===== src/rtl/pic32_bus_ctrl_if.sv =====
// Parallel-link signal bundle between the PIC32 (master) and the FPGA controller (slave).
interface pic32_bus_ctrl_if;
  logic        locked;
  logic [7:0]  port_e;
  logic        strobe;
  logic        phase;
  logic [3:0]  port_d_out;
  logic [7:0]  leds;
  logic [11:0] display;

  modport slave (
    input  locked, port_e, strobe, phase,
    output port_d_out, leds, display
  );

  modport master (
    output locked, port_e, strobe, phase,
    input  port_d_out, leds, display
  );
endinterface


===== src/rtl/pic32_bus_ctrl.sv =====
// Slave controller for the PIC32 parallel link: synchronised strobe decode into a 4-entry register bank.
// Optional macro PIC32_BUS_AUTO_INC_EN: post-increment the register address after every data write.
module pic32_bus_ctrl #(
  parameter int SYNC_STAGES    = 2,
  parameter int LOCK_SETTLE    = 256,
  parameter int TIMEOUT_CYCLES = 1024
) (
  input  logic             clock,
  input  logic             reset_n,
  pic32_bus_ctrl_if.slave  bus
);
  localparam int SW = $clog2(LOCK_SETTLE + 1);
  localparam int TW = $clog2(TIMEOUT_CYCLES + 1);

  typedef enum logic [1:0] {WAIT_LOCK, IDLE, GOT_ADDR, WRITE} state_t;

  state_t          state, next_state;
  logic [9:0]      sync_p [SYNC_STAGES];
  logic [SYNC_STAGES-1:0] lock_p;
  logic            strobe_prev;
  logic [SW-1:0]   settle;
  logic [TW-1:0]   tmo;
  logic [1:0]      address;
  logic [7:0]      data_q;
  logic [7:0]      regs [4];
  logic            ack, error, busy, ready;

  logic       lock_s, s_phase, s_strobe, strobe_rise, addr_ok, timed_out, settled, accept;
  logic [7:0] s_byte;

  assign lock_s      = lock_p[SYNC_STAGES-1];
  assign s_phase     = sync_p[SYNC_STAGES-1][9];
  assign s_strobe    = sync_p[SYNC_STAGES-1][8];
  assign s_byte      = sync_p[SYNC_STAGES-1][7:0];
  assign strobe_rise = s_strobe & ~strobe_prev;
  assign addr_ok     = (s_byte[7:2] == 6'd0);
  assign timed_out   = (tmo == TW'(TIMEOUT_CYCLES - 1));
  assign settled     = (settle == SW'(LOCK_SETTLE - 1));
  assign accept      = lock_s && strobe_rise && (state == IDLE || state == GOT_ADDR);

  // Stage p0..pN: phase/strobe/byte travel together so they stay aligned after sync
  always_ff @(posedge clock) begin
    if (!reset_n) begin
      for (int i = 0; i < SYNC_STAGES; i++) sync_p[i] <= '0;
      lock_p      <= '0;
      strobe_prev <= 1'b0;
    end else begin
      sync_p[0] <= {bus.phase, bus.strobe, bus.port_e};
      for (int i = 1; i < SYNC_STAGES; i++) sync_p[i] <= sync_p[i-1];
      lock_p      <= {lock_p[SYNC_STAGES-2:0], bus.locked};
      strobe_prev <= s_strobe;
    end
  end

  always_ff @(posedge clock) begin
    if (!reset_n) state <= WAIT_LOCK;
    else          state <= next_state;
  end

  always_comb begin
    next_state = state;
    case (state)
      WAIT_LOCK: if (lock_s && settled) next_state = IDLE;
      IDLE: begin
        if (!lock_s)                                   next_state = WAIT_LOCK;
        else if (strobe_rise && !s_phase && addr_ok)   next_state = GOT_ADDR;
      end
      GOT_ADDR: begin
        if (!lock_s)                next_state = WAIT_LOCK;
        else if (strobe_rise)       next_state = s_phase ? WRITE : GOT_ADDR;
        else if (timed_out)         next_state = IDLE;
      end
      WRITE: next_state = lock_s ? GOT_ADDR : WAIT_LOCK;
      default: next_state = WAIT_LOCK;
    endcase
  end

  always_comb begin
    busy  = (state == GOT_ADDR) || (state == WRITE);
    ready = (state != WAIT_LOCK);
  end

  // Ack toggles when the edge is taken; the register update lands one cycle later in WRITE
  always_ff @(posedge clock) begin
    if (!reset_n) begin
      settle  <= '0;
      tmo     <= '0;
      address <= 2'd0;
      data_q  <= 8'd0;
      ack     <= 1'b0;
      error   <= 1'b0;
      for (int i = 0; i < 4; i++) regs[i] <= 8'd0;
    end else begin
      settle <= (state == WAIT_LOCK && lock_s && !settled) ? settle + 1'b1 : '0;
      tmo    <= (state == GOT_ADDR && !strobe_rise) ? tmo + 1'b1 : '0;

      if (accept) begin
        ack    <= ~ack;
        data_q <= s_byte;
        if (!s_phase) begin
          if (addr_ok) begin
            address <= s_byte[1:0];
            error   <= 1'b0;
          end else begin
            error <= 1'b1;
          end
        end else if (state == IDLE) begin
          error <= 1'b1;
        end
      end

      if (lock_s && state == GOT_ADDR && !strobe_rise && timed_out) error <= 1'b1;

      if (lock_s && state == WRITE) begin
        regs[address] <= (address == 2'd2) ? {4'd0, data_q[3:0]} : data_q;
`ifdef PIC32_BUS_AUTO_INC_EN
        address <= address + 2'd1;
`else
        address <= address;
`endif
      end
    end
  end

  assign bus.port_d_out = {ready, error, busy, ack};
  assign bus.leds       = regs[0];
  assign bus.display    = {regs[2][3:0], regs[1]};

endmodule


===== src/flat_wrapper.sv =====
// flat-port wrapper written by rule: the top's interface ports become plain ports
module pic32_bus_ctrl_flat 
#(
  parameter int SYNC_STAGES    = 2,
  parameter int LOCK_SETTLE    = 256,
  parameter int TIMEOUT_CYCLES = 1024
)
  (clock, reset_n, bus_locked, bus_port_e, bus_strobe, bus_phase, bus_port_d_out, bus_leds, bus_display);
  pic32_bus_ctrl_if bus_i ();
  input  logic clock;
  input  logic reset_n;
  input wire logic [$bits(bus_i.locked)-1:0] bus_locked;
  input wire logic [$bits(bus_i.port_e)-1:0] bus_port_e;
  input wire logic [$bits(bus_i.strobe)-1:0] bus_strobe;
  input wire logic [$bits(bus_i.phase)-1:0] bus_phase;
  output wire logic [$bits(bus_i.port_d_out)-1:0] bus_port_d_out;
  output wire logic [$bits(bus_i.leds)-1:0] bus_leds;
  output wire logic [$bits(bus_i.display)-1:0] bus_display;
  assign bus_i.locked = bus_locked;
  assign bus_i.port_e = bus_port_e;
  assign bus_i.strobe = bus_strobe;
  assign bus_i.phase = bus_phase;
  assign bus_port_d_out = bus_i.port_d_out;
  assign bus_leds = bus_i.leds;
  assign bus_display = bus_i.display;
  pic32_bus_ctrl #(.SYNC_STAGES(SYNC_STAGES), .LOCK_SETTLE(LOCK_SETTLE), .TIMEOUT_CYCLES(TIMEOUT_CYCLES)) u_core (.clock(clock), .reset_n(reset_n), .bus(bus_i));
endmodule

===== config.mk =====
export PLATFORM = sky130hd
export DESIGN_NAME = pic32_bus_ctrl_flat
export DESIGN_NICKNAME = d
export VERILOG_FILES = /design/src/rtl/pic32_bus_ctrl_if.sv /design/src/rtl/pic32_bus_ctrl.sv /design/src/flat_wrapper.sv
export SDC_FILE = /design/constraint.sdc
export NUM_CORES = 1
export LEC_CHECK = 0
export BUFFER_PORTS_ARGS = -buffer_cell sky130_fd_sc_hd__buf_2
export CAP_MARGIN = 25
export CORE_MARGIN = 2
export CORE_UTILIZATION = 59
export CTS_BUF_LIST = sky130_fd_sc_hd__clkbuf_2
export DETAILED_ROUTE_END_ITERATION = 16
export GPL_ROUTABILITY_DRIVEN = 0
export PLACE_DENSITY_LB_ADDON = 0.15
export SLEW_MARGIN = 20
export SYNTH_ARGS = -nofsm -noshare
export SYNTH_HDL_FRONTEND = slang
export SYNTH_SLANG_ARGS = --single-unit

===== constraint.sdc =====
create_clock -name clock -period 2.7 [get_ports clock]
set_input_delay 0.135 -clock clock [delete_from_list [all_inputs] [get_ports clock]]
set_output_delay 0.135 -clock clock [all_outputs]
set_load 0.01 [all_outputs]

[Word level (Yosys, flattened, before mapping)]
Memories as Yosys holds them, arrays and structs flattened.
Cells that the tools add are included.
Storage, ports and cells
  flip-flop bits (word level): 37
  bits in writable memories: 52
  bits of input ports: 13
  output and inout bits: 24
  word-level logic and storage cells: 82
  memories: 2
Memories
  u_core.regs: words 4, bits a word 8, rd ports 3, clocked after Yosys merged registers in 0, write ports 4, RTL line pic32_bus_ctrl.sv:25  | logic [7:0] regs [4];
  u_core.sync_p: words 2, bits a word 10, rd ports 2, clocked after Yosys merged registers in 0, write ports 2, RTL line pic32_bus_ctrl.sv:18  | logic [9:0] sync_p [SYNC_STAGES];
Cells by class
  $add $sub $neg: 2
  equal/unequal tests: 10
  muxes and demuxes: 25
  bitwise logic cells: 7
  reduce and logical (&&, ||, !) cells: 27
Operators by type and width (number)
  $mux W10: 2
  $mux W2: 8
  $mux W8: 2
  $logic_and A1 B1 Y1: 12
  $mux W1: 12
  $add A11 B1 Y11 const B: 1
  $eq A11 B10 Y1 const B: 1
  $add A9 B1 Y9 const B: 1
  $eq A9 B8 Y1 const B: 1
  $pmux W2 S4: 1
  $reduce_or A8 Y1: 1
  $eq A2 B2 Y1 const B: 3
  $logic_not A6 Y1: 1
  $ne A3 B3 Y1 const B: 2
  $reduce_and A2 Y1: 3
  $ne A4 B4 Y1 const B: 1
  $not A1 Y1: 4
  $reduce_and A4 Y1: 1
  $reduce_bool A2 Y1: 2
  $logic_not A1 Y1: 3
  $reduce_and A3 Y1: 1
  $eq A2 B1 Y1 const B: 1
  $logic_not A2 Y1: 1
  $logic_or A1 B1 Y1: 2
  3 further kinds: 4

[Longest topological paths before layout]
Gate-level depths: netlist of run 1.
  depth after elaboration: 7
  depth in mapped cells: 7
  gate-level depth less buffers: 7

[Worst setup path before layout of run 1]
OpenSTA, ideal clock, no wires.
  path type: reg2reg
  from: register u_core.tmo[0]
  to: register u_core.state[1]
  library setup time: 0.117 ns
  arrival time: 1.807 ns
  data required time: 2.583 ns
  setup slack: 0.775 ns
  stages on the path, launching flop included: 6
  path buffers: 0
  clock period less this slack: 1.925 ns
  cell sequence: dfxtp_1 ha_1 nand3_2 or4_4 a221o_1 a32o_2
On the way
  word-level cells in the longest chain between the ends: 3
Ends and longest elaborated chain
  from (decl): RTL line pic32_bus_ctrl.sv:22  | logic [TW-1:0] tmo;
  from (signal assigned): RTL line pic32_bus_ctrl.sv:95  | tmo <= (state == GOT_ADDR && !strobe_rise) ? tmo + 1'b1 : '0;
  $eq A11 B10 Y1: RTL line pic32_bus_ctrl.sv:37  | assign timed_out = (tmo == TW'(TIMEOUT_CYCLES - 1));
  $ne A4 B4 Y1 (no source line)
  $reduce_and A3 Y1 (no source line)
  to (signal assigned): RTL line pic32_bus_ctrl.sv:57  | else state <= next_state;
  to (decl): RTL line pic32_bus_ctrl.sv:17  | state_t state, next_state;
No other way between the ends.
A chain may end at the register's enable or synchronous reset.

[Worst setup path after layout of run 1]
Same ends and word-level chain as after synthesis.

==> impl_summary.md, run 1 <==
Detailed routing
The number of routed nets with antenna violations is 0. For this block, the initial DRC count from the detailed router was 62. The ratio of routed vias to standard cells is 4.86.

Wires add up to 4460 um. Summing over every cut layer, the via total after detailed routing is 1918. The first detailed-routing pass took 4 iterations. The remaining routing DRC violations is 0.

The average detailed-routed wire length per instance is 11.3 um.

Power
The leakage dissipation is 1.30 nW. The worst-case IR drop observed on VDD is 0.000379 V. The power density over cell area is 555 nW/um^2.

Placed design
The count of placed standard cells including taps is 368. The number of buffer cells added on primary ports is 36. OpenSTA, run right after detailed placement, puts the worst setup slack at 0.678 ns. The placed instances occupy a cell area of 3160 um^2. Detailed placement finished with a half-perimeter wire length of 2930 um.

Worst setup path
For the worst setup path, the data arrival time is 2.44 ns. Along the worst path, the maximum fanout reaches 7. The critical path goes through ha_1 > nand3_2 > or4_4 > a221o_1 > a32o_2.

The largest single stage delay on the critical path is 0.57 ns. The required time of the critical path is 3.09 ns. The critical path in this run is classified as reg2reg. The slowest stage of the critical path is the sky130_fd_sc_hd__or4_4 cell. The setup check on the worst reg-to-reg path leaves a slack of 0.65 ns. The kind of end point of the critical path is a flop. STA classifies the critical path startpoint as a flop.

Logic synthesis
After synthesis, the cell types taking the most area are sky130_fd_sc_hd__dfxtp_1 (39%), sky130_fd_sc_hd__edfxtp_1 (20%), sky130_fd_sc_hd__and2_1 (9.6%), sky130_fd_sc_hd__ha_1 (3.0%), sky130_fd_sc_hd__nand2_1 (2.9%). After synthesis the cells add up to 2930 um^2. The area share of and/or/nand/nor cells after synthesis is 23.5%. The synthesized netlist devotes 2.99% of its cell area to adder and majority cells. The fraction of synthesized cell area taken by the top area cell type is 38.9%.

The post-synthesis average cell area is 10.7 um^2. Counting flops with a built-in enable in the synthesized netlist gives 20. Synthesis produced a netlist with a net count of 294.

For this run, the leading register cell type out of synthesis is sky130_fd_sc_hd__dfxtp_1. Synthesis produced a netlist whose cell count is 274. The post-synthesis sequential area ratio is 59.4%. By area, the combinational part of the netlist is dominated by simple AND/OR/NAND/NOR gates.

The synthesized netlist devotes 6.61% of its cell area to compound gates. Of all cell types, the one taking the most synthesized area is sky130_fd_sc_hd__dfxtp_1. After Yosys synthesis, XOR and XNOR cells account for 2.99% of the synthesized area. Counting flops and latches in the post-synthesis netlist gives 77. In the synthesized netlist, mux cells make up 1.02% of the area.

The number of different library cells in the post-synthesis netlist is 37. The proportion of synthesized flip-flops having asynchronous set or reset is 0%. The number of warnings reported in the yosys synthesis log is 0.

Timing
The total count of hold-check failures in the final report is 0. Setup repair after global routing left no endpoint under its margin. The largest clock skew in the final design is 0.0194 ns. The worst path meets setup with 0.650 ns of slack. After layout, the worst path uses 75.9% of the clock period. The time the final worst path needs with I/O delays and setup is 2.05 ns. Setup violations remaining at the end of the flow were counted as 0.

The maximum achievable frequency is 488 MHz. The worst pin sits at a relative slew slack of 64.8%. Across all hold checks on the routed design, the worst slack comes to 0.186 ns. The final count of pins violating max slew came to 0. The slew at the pin closest to its max-slew limit is 0.523 ns. The final setup TNS is 0 ns.

Floorplan
The I/O pin count is 37. The height of the chip is 74.5 um. For this configuration, the core starts out at a cell density of 61.7%. The initialized floorplan defines 25 standard-cell rows. The region available for standard cell placement spans 4750 um^2.

The overall die area is 5550 um^2. The width of the chip is 74.5 um.

Finish
In the final design database the tool counted 343 nets. Compared with the post-synthesis result, the final layout area differs by 15.3%. The final design instance area without fill is 3380 um^2. The number of antenna diodes in the final layout is 0. The share of layout cells above drive strength 1 is 18.3%.

The final standard cell count with taps included and fillers excluded is 395. The filler cells instantiated in the layout total 396.

Min path
The class of the most critical hold timing path is in2reg.

Global route
The initial antenna violation count is 0. The total congestion overflow after global routing is 0. The total global-route track usage is 18.6%. The via count of the first global-routing pass is 1722.

Entering global routing, the biggest net connects 44 pins. The wire length of the first global-routing pass is 7700 um.

Clock tree
The clock drives 77 sinks. The clock passes through at most 2 buffers. The quantity of gates resized following cts is 0. The total clock buffers created by CTS is 9. The clock tree from TritonCTS is done. The root buffer cell is sky130_fd_sc_hd__clkbuf_2. The clock reaches the later pin of the worst-skew pair after 0.48 ns. The clock-pin transition on the worst setup and hold timing paths is 0.19 ns. The total number of H-tree levels is 3.

Outcome
The flow ran to the end, and the final reports show no timing, DRC or antenna violations.

Job
The max capacitance violation total is 0.
[final cells by class]
cell class | instances | area, um^2 | share of cell area (%)
clock buffer | 11 | 55.1 | 1.63
tap | 67 | 83.8 | 2.48
multi-input combinational | 174 | 1090 | 32.2
timing repair buffer | 51 | 320 | 9.47
sequential | 77 | 1740 | 51.5
clock inverter | 5 | 52.6 | 1.55
inverter | 10 | 37.5 | 1.11
[critical path: cells and delay by family (launching register included)]
kind	cells	cell delay, ns
AOI/OAI and AO/OA	2	0.63
DFF	1	0.41
adders and majority gates	1	0.21
and+or+nand+nor	2	0.71
[per-stage QoR]
| step | total power (W) | utilization (%) |
|---|---|---|
| detailed placement | 0.00132 | 66.5 |
| floorplan | 0.00129 | - |
| global placement | 0.00131 | 66.5 |
| finish | 0.00187 | 71.1 |
| CTS | 0.00189 | 71.1 |
| global route | 0.00196 | 71.1 |
[cells by family after synthesis]
kind of cell	count (synthesis)
xor gates and xnor gates	10
adders and majority gates	7
AOI/OAI and AO/OA	29
DFF	77
buffers and inverters	23
muxes	3
and+or+nand+nor	125
[power breakdown]
group | internal [W] | leakage [nW] | switching [W]
Sequential | 0.00121 | 0.654 | 0.0000101
Clock | 0.000218 | 0.0733 | 0.000354
Combinational | 0.0000413 | 0.573 | 0.0000380
Total | 0.00147 | 1.30 | 0.000402
[worst paths after layout]
kind,from,end,cells past startpoint
max,u_core.tmo[0]$_SDFF_PN0_,u_core.state[1]$_SDFFE_PN0P_,5
min,reset_n,u_core.data_q[5]$_SDFFE_PN0P_,3
max reg2reg,u_core.tmo[0]$_SDFF_PN0_,u_core.state[1]$_SDFFE_PN0P_,5
min reg2reg,u_core.sync_p[0][15]$_SDFF_PN0_,u_core.data_q[5]$_SDFFE_PN0P_,2
[state kept, by name, indices dropped and copies added (netlist names)]
name and flops:
u_core.regs 20, u_core.ack 1, u_core.settle 9, u_core.strobe_prev 1, u_core.tmo 11, u_core.sync_p 20, u_core.error 1, u_core.state 2
u_core.lock_p 2, u_core.data_q 8, u_core.address 2
[cells in the mapped netlist, types with 2 or more instances]
master / count
sky130_fd_sc_hd__a21boi_0: 8
sky130_fd_sc_hd__nor3b_1: 2
sky130_fd_sc_hd__buf_4: 4
sky130_fd_sc_hd__ha_1: 7
sky130_fd_sc_hd__nand2_1: 23
sky130_fd_sc_hd__nor2b_1: 2
sky130_fd_sc_hd__nand4_1: 3
sky130_fd_sc_hd__or3_1: 7
sky130_fd_sc_hd__o21ai_0: 6
sky130_fd_sc_hd__or4_4: 2
sky130_fd_sc_hd__and2_1: 45
sky130_fd_sc_hd__xnor2_1: 8
sky130_fd_sc_hd__nand3_1: 8
sky130_fd_sc_hd__nor3_1: 6
sky130_fd_sc_hd__edfxtp_1: 20
sky130_fd_sc_hd__mux2i_1: 3
sky130_fd_sc_hd__inv_1: 10
sky130_fd_sc_hd__nand2b_1: 4
sky130_fd_sc_hd__nor2_1: 16
sky130_fd_sc_hd__xor2_1: 2
sky130_fd_sc_hd__a21oi_1: 8
sky130_fd_sc_hd__dfxtp_1: 57
sky130_fd_sc_hd__clkbuf_1: 9
[cell usage in the layout (no fill, tap or decap), types with 8 or more instances in the layout]
cell type,count
sky130_fd_sc_hd__buf_2,36
sky130_fd_sc_hd__nand3_1,8
sky130_fd_sc_hd__nand2_1,23
sky130_fd_sc_hd__nor2_1,16
sky130_fd_sc_hd__dlygate4sd3_1,11
sky130_fd_sc_hd__and2_1,45
sky130_fd_sc_hd__clkbuf_2,11
sky130_fd_sc_hd__xnor2_1,8
sky130_fd_sc_hd__a21boi_0,8
sky130_fd_sc_hd__a21oi_1,8
sky130_fd_sc_hd__edfxtp_1,20
sky130_fd_sc_hd__inv_1,10
sky130_fd_sc_hd__dfxtp_1,57
[routing by layer]
layer / track usage [%] / part of all wire, % / vias up
met1: 25.4 / 50 / 838
met5: 0 / 0 / -
met4: 8.33 / 1.7 / 0
met3: 5.28 / 4.9 / 7
met2: 27.8 / 43 / 48
li1: - / - / 1025
[timing repair]
item	CTS	global route
endpoints found under the setup margin	0	0
hold endpoints to repair	11	0
buffers inserted	0	0
hold buffers	11	0
(Power assumes the default switching activity.)
==> run 2, diff against run 1 <==
--- a/config.mk
+++ b/config.mk
@@ -5,6 +5,7 @@
 export SDC_FILE = /design/constraint.sdc
 export NUM_CORES = 1
 export LEC_CHECK = 0
+export ABC_AREA = 1
 export BUFFER_PORTS_ARGS = -buffer_cell sky130_fd_sc_hd__buf_2
 export CAP_MARGIN = 25
 export CORE_MARGIN = 2
==> constraint.sdc (replaced) <==
create_clock -name clock -period 2.1 [get_ports clock]
set_input_delay 0.105 -clock clock [delete_from_list [all_inputs] [get_ports clock]]
set_output_delay 0.105 -clock clock [all_outputs]
set_load 0.01 [all_outputs]
==> run 2 against run 1 <==
  * Area after synthesis is 1.2% higher
  * Clock skew rose by 0.0038 ns
  * Power up 45%
  * Final cell count rose by 15%
  * Combinational power is 75% higher
  * Worst setup slack worse by 0.40 ns
==> impl_summary.md, run 2 <==
Worst setup path
The cell count of the worst reg-to-reg path is 13. The worst setup path endpoint is u_core.state[0]$_SDFFE_PN0P_. The type of the worst setup path is reg2reg. The worst-case register-to-register setup slack is 0.25 ns. In this run the critical register-to-register path is launched from u_core.settle[0]$_SDFF_PN0_.

In this run the worst setup path begins at u_core.settle[0]$_SDFF_PN0_. Along the worst path, the maximum fanout reaches 4. The kind of end point of the critical path is a flop.

The category of the worst setup path launch point is a flop. At the worst endpoint, the arrival time is 2.30 ns. The required time of the critical path is 2.55 ns. The endpoint of the most critical register-to-register path is u_core.state[0]$_SDFFE_PN0P_.

Outcome
The flow ran to the end, and the final reports show no timing, DRC or antenna violations.

Clock tree
Post-CTS timing repair inserted 0 buffers for setup. In this run the clock root is driven by a sky130_fd_sc_hd__clkbuf_2. The clock-pin transition on the worst setup and hold timing paths is 0.18 ns.

Buffers inserted during clock tree synthesis total 9. The clock net sink count is 77. The clock latency reported for the late side of the worst-skew pair is 0.51 ns.

The total number of H-tree levels is 3. The buffer levels on the longest clock path is 2. TritonCTS built the clock tree.

Logic synthesis
The synthesized netlist occupies a cell area of 2970 um^2. The share of synthesized area in the top cell type comes to 38.4%. The number of nets in the synthesized netlist is 352.

Counting every instance in the synthesized netlist gives 332. By instance count, the leading cell after synthesis is sky130_fd_sc_hd__dfxtp_1. Yosys mapped a number of flops with a built-in enable equal to 20. Yosys printed 0 warnings.

The number of different library cells in the post-synthesis netlist is 31. The biggest area contributor in the post-synthesis netlist is sky130_fd_sc_hd__dfxtp_1. Each instance of the synthesized netlist takes up on average 8.94 um^2. The share of the Yosys chip area taken by registers is 58.7%.

The proportion of synthesized flip-flops having asynchronous set or reset is 0%. By area the synthesized netlist is led by sky130_fd_sc_hd__dfxtp_1 (38%), sky130_fd_sc_hd__edfxtp_1 (20%), sky130_fd_sc_hd__inv_1 (7.0%), sky130_fd_sc_hd__nand2_1 (7.0%), sky130_fd_sc_hd__nor2_1 (6.5%). Among all flip-flop cells after synthesis, the most frequent one is sky130_fd_sc_hd__dfxtp_1. After synthesis, the most frequently instantiated cells are sky130_fd_sc_hd__dfxtp_1 (57), sky130_fd_sc_hd__inv_1 (55), sky130_fd_sc_hd__nand2_1 (55).

Counting flops and latches in the post-synthesis netlist gives 77.

Timing
The final setup violation count is 0. In the finished design, the share of the clock period the worst path needs comes to 88.3%. Setup repair after global routing left no endpoint under its margin. The final count of pins violating max slew is 0. Final hold analysis gives a worst-case slack of 0.0474 ns.

The total count of hold-check failures in the final report is 0. On the final layout, the worst clock skew is 0.0231 ns. The maximum achievable frequency is 539 MHz. Headroom to the max-slew limit came out at 75.3%. The slew at the pin closest to its max-slew limit is 0.371 ns. The time the final worst path needs with I/O delays and setup is 1.85 ns. Adding up every negative setup slack in the final design gives 0 ns.

Global route
The via count of the first global-routing pass is 1926. The global routing stage identified its most utilized layer as met2. The met3 track demand over resource in global routing is 4.02%.

The total congestion overflow after global routing is 0. For met2 alone, demand over resource in global routing was 31.8%. The met1 layer usage reported by global route is 24.1%. Global routing used 19.6% of the available tracks across all layers. The first global-routing pass estimated 8140 um of wire. The initial antenna violation count is 0.

The pin count of the biggest net entering global routing is 41.

Floorplan
The effective utilization at floorplan is 62.0%. The total area inside the core boundary comes to 4790 um^2. Measured along the x axis, the die boundary spans 74.9 um. The height of the chip is 74.9 um. The initialized floorplan defines 25 standard-cell rows. 37 I/O pins were placed. The die covers 5610 um^2.

Detailed routing
The average detailed-routed wire length per instance is 10.6 um. For this run, design rule violations remaining after detail routing come to 0. The via count is 2097. The ratio of routed vias to standard cells is 4.63. The detailed router finished its first iteration with 141 violations.

Wires add up to 4800 um. The pre-antenna-repair detailed-routing pass consisted of 4 iterations. The number of routed nets with antenna violations is 0.

Placed design
Input and output buffers added on the ports amount to 36. The placed wire-length estimate after detailed placement is 3320 um.

Finish
In the layout the commonest cells are sky130_fd_sc_hd__dfxtp_1 (56), sky130_fd_sc_hd__inv_1 (55), sky130_fd_sc_hd__nand2_1 (55), sky130_fd_sc_hd__nor2_1 (51), sky130_fd_sc_hd__buf_2 (36). The largest registers in the layout are u_core.regs x20, u_core.sync_p x20, u_core.tmo x11. The count of filler cells inserted in the layout is 381. The number of nets in the finished design is 401. Compared with the post-synthesis result, the final layout area differs by 16.4%. Of the cells placed in the final design, the portion with a size suffix greater than 1 is 19.4%. The repair_antennas step left the layout with diodes totalling 0. The library cell used most frequently in the layout, excluding fill and tap cells, is sky130_fd_sc_hd__dfxtp_1.

Min path
The class of the most critical hold timing path is in2reg.

Power
VDD sags by at most 0.000561 V. The power density over cell area is 789 nW/um^2. Summed over all cells, the static leakage comes to 1.53 nW.

Job
The tool flagged a number of max-cap violations equal to 0.
[run 2: cell count changes after synthesis, moves of 8 or more]
cell,previous run,this run
sky130_fd_sc_hd__inv_1,10,55
sky130_fd_sc_hd__and2_1,45,1
sky130_fd_sc_hd__nor2_1,16,51
sky130_fd_sc_hd__nand2_1,23,55
sky130_fd_sc_hd__a21oi_1,8,20
sky130_fd_sc_hd__o21ai_0,6,18
sky130_fd_sc_hd__a21boi_0,8,0
[run 2: kinds of logic (layout without fill, tap and decap cells)]
group,after synthesis,count (layout),share of synthesized area [%]
xor+xnor,3,3,0.885
buf+inv,68,122,9.57
flops,77,77,58.7
simple gates,136,136,20.4
compound gates,41,41,7.50
fa+ha+maj,7,7,2.95
[run 2: how the worst min path moves through the flow]
stage	startpoint	endpoint	slack [ns]	depth (start not counted)
2_1_floorplan	bus_locked	u_core.lock_p[0]$_SDFF_PN0_	0.20	2
3_3_place_gp	bus_port_e[6]	u_core.sync_p[0][6]$_SDFF_PN0_	0.29	3
3_5_place_dp	bus_port_e[5]	u_core.sync_p[0][5]$_SDFF_PN0_	0.29	3
4_1_cts	reset_n	u_core.settle[4]$_SDFF_PN0_	0.01	5
5_1_grt	reset_n	u_core.settle[3]$_SDFF_PN0_	0.05	5
6_report	reset_n	u_core.settle[7]$_SDFF_PN0_	0.05	5
[run 2: timing repair]
action,in CTS,in global routing
endpoints found under the setup margin,0,1
endpoints found under the hold margin,11,0
hold buffers,11,0
resized for setup,0,3
[run 2: worst max-delay path: stages (launching register included)]
cell and delay (ns):
sky130_fd_sc_hd__dfxtp_2 0.37, sky130_fd_sc_hd__ha_1 0.16, sky130_fd_sc_hd__nand2_1 0.05, sky130_fd_sc_hd__inv_1 0.06, sky130_fd_sc_hd__nand2_1 0.10, sky130_fd_sc_hd__nor4_2 0.19, sky130_fd_sc_hd__and2_1 0.18, sky130_fd_sc_hd__ha_2 0.21
sky130_fd_sc_hd__nand2_1 0.06, sky130_fd_sc_hd__nand2_1 0.08, sky130_fd_sc_hd__nand3_2 0.10, sky130_fd_sc_hd__nand2_1 0.08, sky130_fd_sc_hd__nand2_1 0.05, sky130_fd_sc_hd__nor2_1 0.09
[run 2: layout make-up]
type | count | area (um^2) | share of cell area [%]
flip-flops and latches | 77 | 1740 | 50.5
well taps | 67 | 83.8 | 2.43
multi-input cells | 187 | 951 | 27.5
clock inverters | 6 | 110 | 3.19
inverters | 58 | 218 | 6.30
clock buffers | 10 | 50.0 | 1.45
repair buffers | 48 | 298 | 8.62
[run 2: through the flow]
step | worst slack (ns) | util [%] | instances | cell area [um^2] | total power (W)
CTS | 0.117 | 71.9 | 453 | 3440 | 0.00274
detailed placement | 0.187 | 66.3 | 426 | 3170 | 0.00173
finish | 0.246 | 72.2 | 453 | 3450 | 0.00273
floorplan | 0.415 | - | 332 | 2970 | 0.00169
global route | 0.0151 | 72.2 | 453 | 3450 | 0.00281
global placement | 0.315 | 66.3 | 426 | 3170 | 0.00172
[run 2: metal layers]
| metal | vias to the layer above | share of wire [%] |
|---|---|---|
| met1 | 910 | 47 |
| met2 | 50 | 46 |
| li1 | 1126 | - |
| met5 | - | 0 |
| met4 | 0 | 2.4 |
| met3 | 11 | 4.2 |
[run 2: where the power goes]
| part | internal [W] | switching (W) |
|---|---|---|
| combinational | 0.0000577 | 0.0000811 |
| sequential | 0.00156 | 0.0000145 |
| clock | 0.000520 | 0.000494 |
==> run 3, diff against run 2 <==
--- a/config.mk
+++ b/config.mk
@@ -11,8 +11,11 @@
 export CORE_MARGIN = 2
 export CORE_UTILIZATION = 59
 export CTS_BUF_LIST = sky130_fd_sc_hd__clkbuf_2
+export CTS_CLUSTER_SIZE = 24
 export DETAILED_ROUTE_END_ITERATION = 16
 export GPL_ROUTABILITY_DRIVEN = 0
+export HOLD_SLACK_MARGIN = 0.06
+export MAX_ROUTING_LAYER = met4
 export PLACE_DENSITY_LB_ADDON = 0.15
 export SLEW_MARGIN = 20
 export SYNTH_ARGS = -nofsm -noshare
==> run 3 against run 2 <==
  * Via count up 0.91%
  * Flip-flop and latch count is the same
  * Cell area up 0.87%
  * First-iteration DRC count fell by 16%
  * Core utilization rose by 0.63 points
  * Final cell count rose by 0.66%
  * Combinational power up 4%
  * Highest routed layer unchanged
==> impl_summary.md, run 3 (synthesis results as in run 2) <==
Power
The logic gate share of total power is 5.3%. Summed over all nets, the switching power comes to 0.000594 W. Across the VDD grid, the largest voltage drop is 0.000561 V.

The internal portion of total power is 0.00214 W. In this run the power density over the cells is 785 nW/um^2. Of the total power, the share spent switching nets is 21.7%.

The clock network accounts for 37.2% of the total power. For this design the static power due to leakage is 1.54 nW. In this run, flip-flops and latches consume 57.5% of the power.

Floorplan
The overall die area is 5610 um^2. Row generation in the floorplan step produced 25 rows. The I/O pin count is 37. In this run the vertical extent of the chip is 74.9 um. Measured along the x axis, the die boundary spans 74.9 um. For this configuration, the core starts out at a cell density of 62.0%. The core outline area is 4790 um^2.

Job
The max capacitance violation total is 0.

Worst setup path
The peak fanout along the critical path is 4. The required time of the critical path is 2.56 ns. The setup path with the least slack is of type reg2reg.

The critical path data arrival time is 2.31 ns. The most repeated library cell on the critical path is sky130_fd_sc_hd__nand2_1. STA classifies the critical path endpoint as a flop. Counting cells, the worst reg-to-reg path comes to 13.

The largest single stage delay on the critical path is 0.37 ns. The category of the worst setup path launch point is a flop. For this design, the slowest cell found on the critical path is sky130_fd_sc_hd__dfxtp_1. Together, buffers and inverters on the worst path number 1.

The critical path runs through a total of 13 cells. The signal on the critical path passes through ha_1 > nand2_1 > inv_1 > nand2_1 > nor4_2 > and2_1 > ha_2 > nand2_1 > nand2_1 > nand3_2 > nand2_1 > nand2_1 > nor2_1. On the critical path the largest part of the delay comes from simple AND/OR/NAND/NOR gates.

Timing
The final setup TNS is 0 ns. The fraction of the cycle the final worst path needs is 88.3%. The time the final worst path needs with I/O delays and setup is 1.85 ns. The final count of pins violating max slew is 0. Setup repair after global routing left no endpoint under its margin.

The largest clock skew in the final design is 0.0245 ns. Setup violations remaining at the end of the flow were counted as 0. The total count of hold-check failures in the final report was 0. In this run the tightest slew margin relative to its limit is 75.2%. The slew at the pin closest to its max-slew limit is 0.372 ns. For this run, the top clock speed supported by timing is 539 MHz.

Finish
In the layout the commonest cells are sky130_fd_sc_hd__dfxtp_1 (56), sky130_fd_sc_hd__inv_1 (55), sky130_fd_sc_hd__nand2_1 (55), sky130_fd_sc_hd__nor2_1 (51), sky130_fd_sc_hd__buf_2 (36). In the final layout, the registers with the most flip-flops are u_core.regs x20, u_core.sync_p x20, u_core.tmo x11. Cells fill 72.8% of the core in the end. The post-route netlist has 19.3% of its cells at a drive strength greater than 1. Relative to the synthesized area, the layout overhead comes to 17.4%. The most frequent standard cell in the layout excluding fill and tap cells is sky130_fd_sc_hd__dfxtp_1.

The number of antenna diodes in the final layout is 0. The final layout contains 404 nets.

Clock tree
The clock net sink count is 77. CTS built an H-tree with a depth of 3. TritonCTS built the clock tree. The clock latency reported for the late side of the worst-skew pair is 0.52 ns. No sink is reached through more buffers than the 2 on the longest clock path.

TritonCTS created 9 clock buffers. CTS placed an instance of sky130_fd_sc_hd__clkbuf_2 at the clock tree root. After clock tree synthesis, the clock-pin slew on the worst setup and hold paths is 0.20 ns.

Global route
Entering global routing, the biggest net connects 41 pins. The via count of the first global-routing pass is 1938. The wire length of the first global-routing pass is 8230 um. For this run the aggregate overflow at the end of global routing stands at 0. The total global-route track usage is 20.4%. The initial antenna violation count was 0.

Placed design
Input and output buffers added on the ports amount to 36. The placed wire-length estimate after detailed placement is 3320 um.

Outcome
The run finished with clean final reports.

Detailed routing
In the final routed layout, each cell accounts on average for 10.7 um. The detailed router placed 2116 vias in this run. Dividing the detail-routed via count by the number of cells gives 4.64.

The first TritonRoute pass finished after 4 iterations. After the first detailed-routing iteration, the DRC count stood at 119. In this run the remaining antenna-violating nets after routing total 0. After detailed routing, the total wire length is 4870 um. The remaining routing DRC violations is 0.

Min path
Counting instances, the worst hold path has a depth of 4. The path class of the tightest hold or removal check is in2reg.
-- run 3: tightest hold or removal path: stages --
cell                            delay (ns)
sky130_fd_sc_hd__dlygate4sd3_1        0.52
sky130_fd_sc_hd__buf_2                0.09
sky130_fd_sc_hd__nand2_1              0.04
sky130_fd_sc_hd__inv_1                0.04
-- run 3: metrics by stage --
stage	power, W	cell area [um^2]	hold slack [ns]	instances	setup WS (ns)
2_1_floorplan	0.00169	2970	0.203	332	0.415
3_3_place_gp	0.00172	3170	0.286	426	0.315
3_5_place_dp	0.00173	3170	0.290	426	0.187
4_1_cts	0.00274	3470	0.263	456	0.117
5_1_grt	0.00282	3480	0.280	456	0.0149
6_report	0.00273	3480	0.286	456	0.246
-- run 3: repair_timing --
item,4_1_cts,5_1_grt
hold endpoints to repair,23,0
setup buffers,0,0
hold buffers,14,0
resized for setup,0,3
endpoints found under the setup margin,0,1
-- run 3: metal layers --
metal	vias up	routed length, um	share of wire (%)	GRT usage [%]
li1	1133	-	-	-
met1	918	2310	48	24.4
met2	52	2230	46	32.2
met3	13	192	3.9	4.02
met4	0	131	2.7	11.9
met5	-	0	0	-
-- run 3: path summary, 6_finish.rpt --
| path | from | slack, ns | end |
|---|---|---|---|
| max | u_core.settle[1]$_SDFF_PN0_ | 0.25 | u_core.state[0]$_SDFFE_PN0P_ |
| min | bus_port_e[7] | 0.29 | u_core.sync_p[0][7]$_SDFF_PN0_ |
| max reg2reg | u_core.settle[1]$_SDFF_PN0_ | 0.25 | u_core.state[0]$_SDFFE_PN0P_ |
| min reg2reg | u_core.settle[0]$_SDFF_PN0_ | 0.43 | u_core.settle[0]$_SDFF_PN0_ |
-- run 3: final cells by class --
type                    instances  area (um^2)
clock buffers                  10         50.0
clock inverters                 6          110
fillers                       378         1300
inverters                      58          218
multi-input cells             187          951
flip-flops and latches         77         1740
well taps                      67         83.8
repair buffers                 51          328
-- run 3: power by group through the flow --
stage	combinational (W)	sequential [W]	clock [W]
CTS	0.000144	0.00157	0.00103
floorplan	0.0000775	0.00161	0
finish	0.000144	0.00157	0.00102
detailed placement	0.000122	0.00160	0
global route	0.000163	0.00158	0.00108
global placement	0.000120	0.00160	0
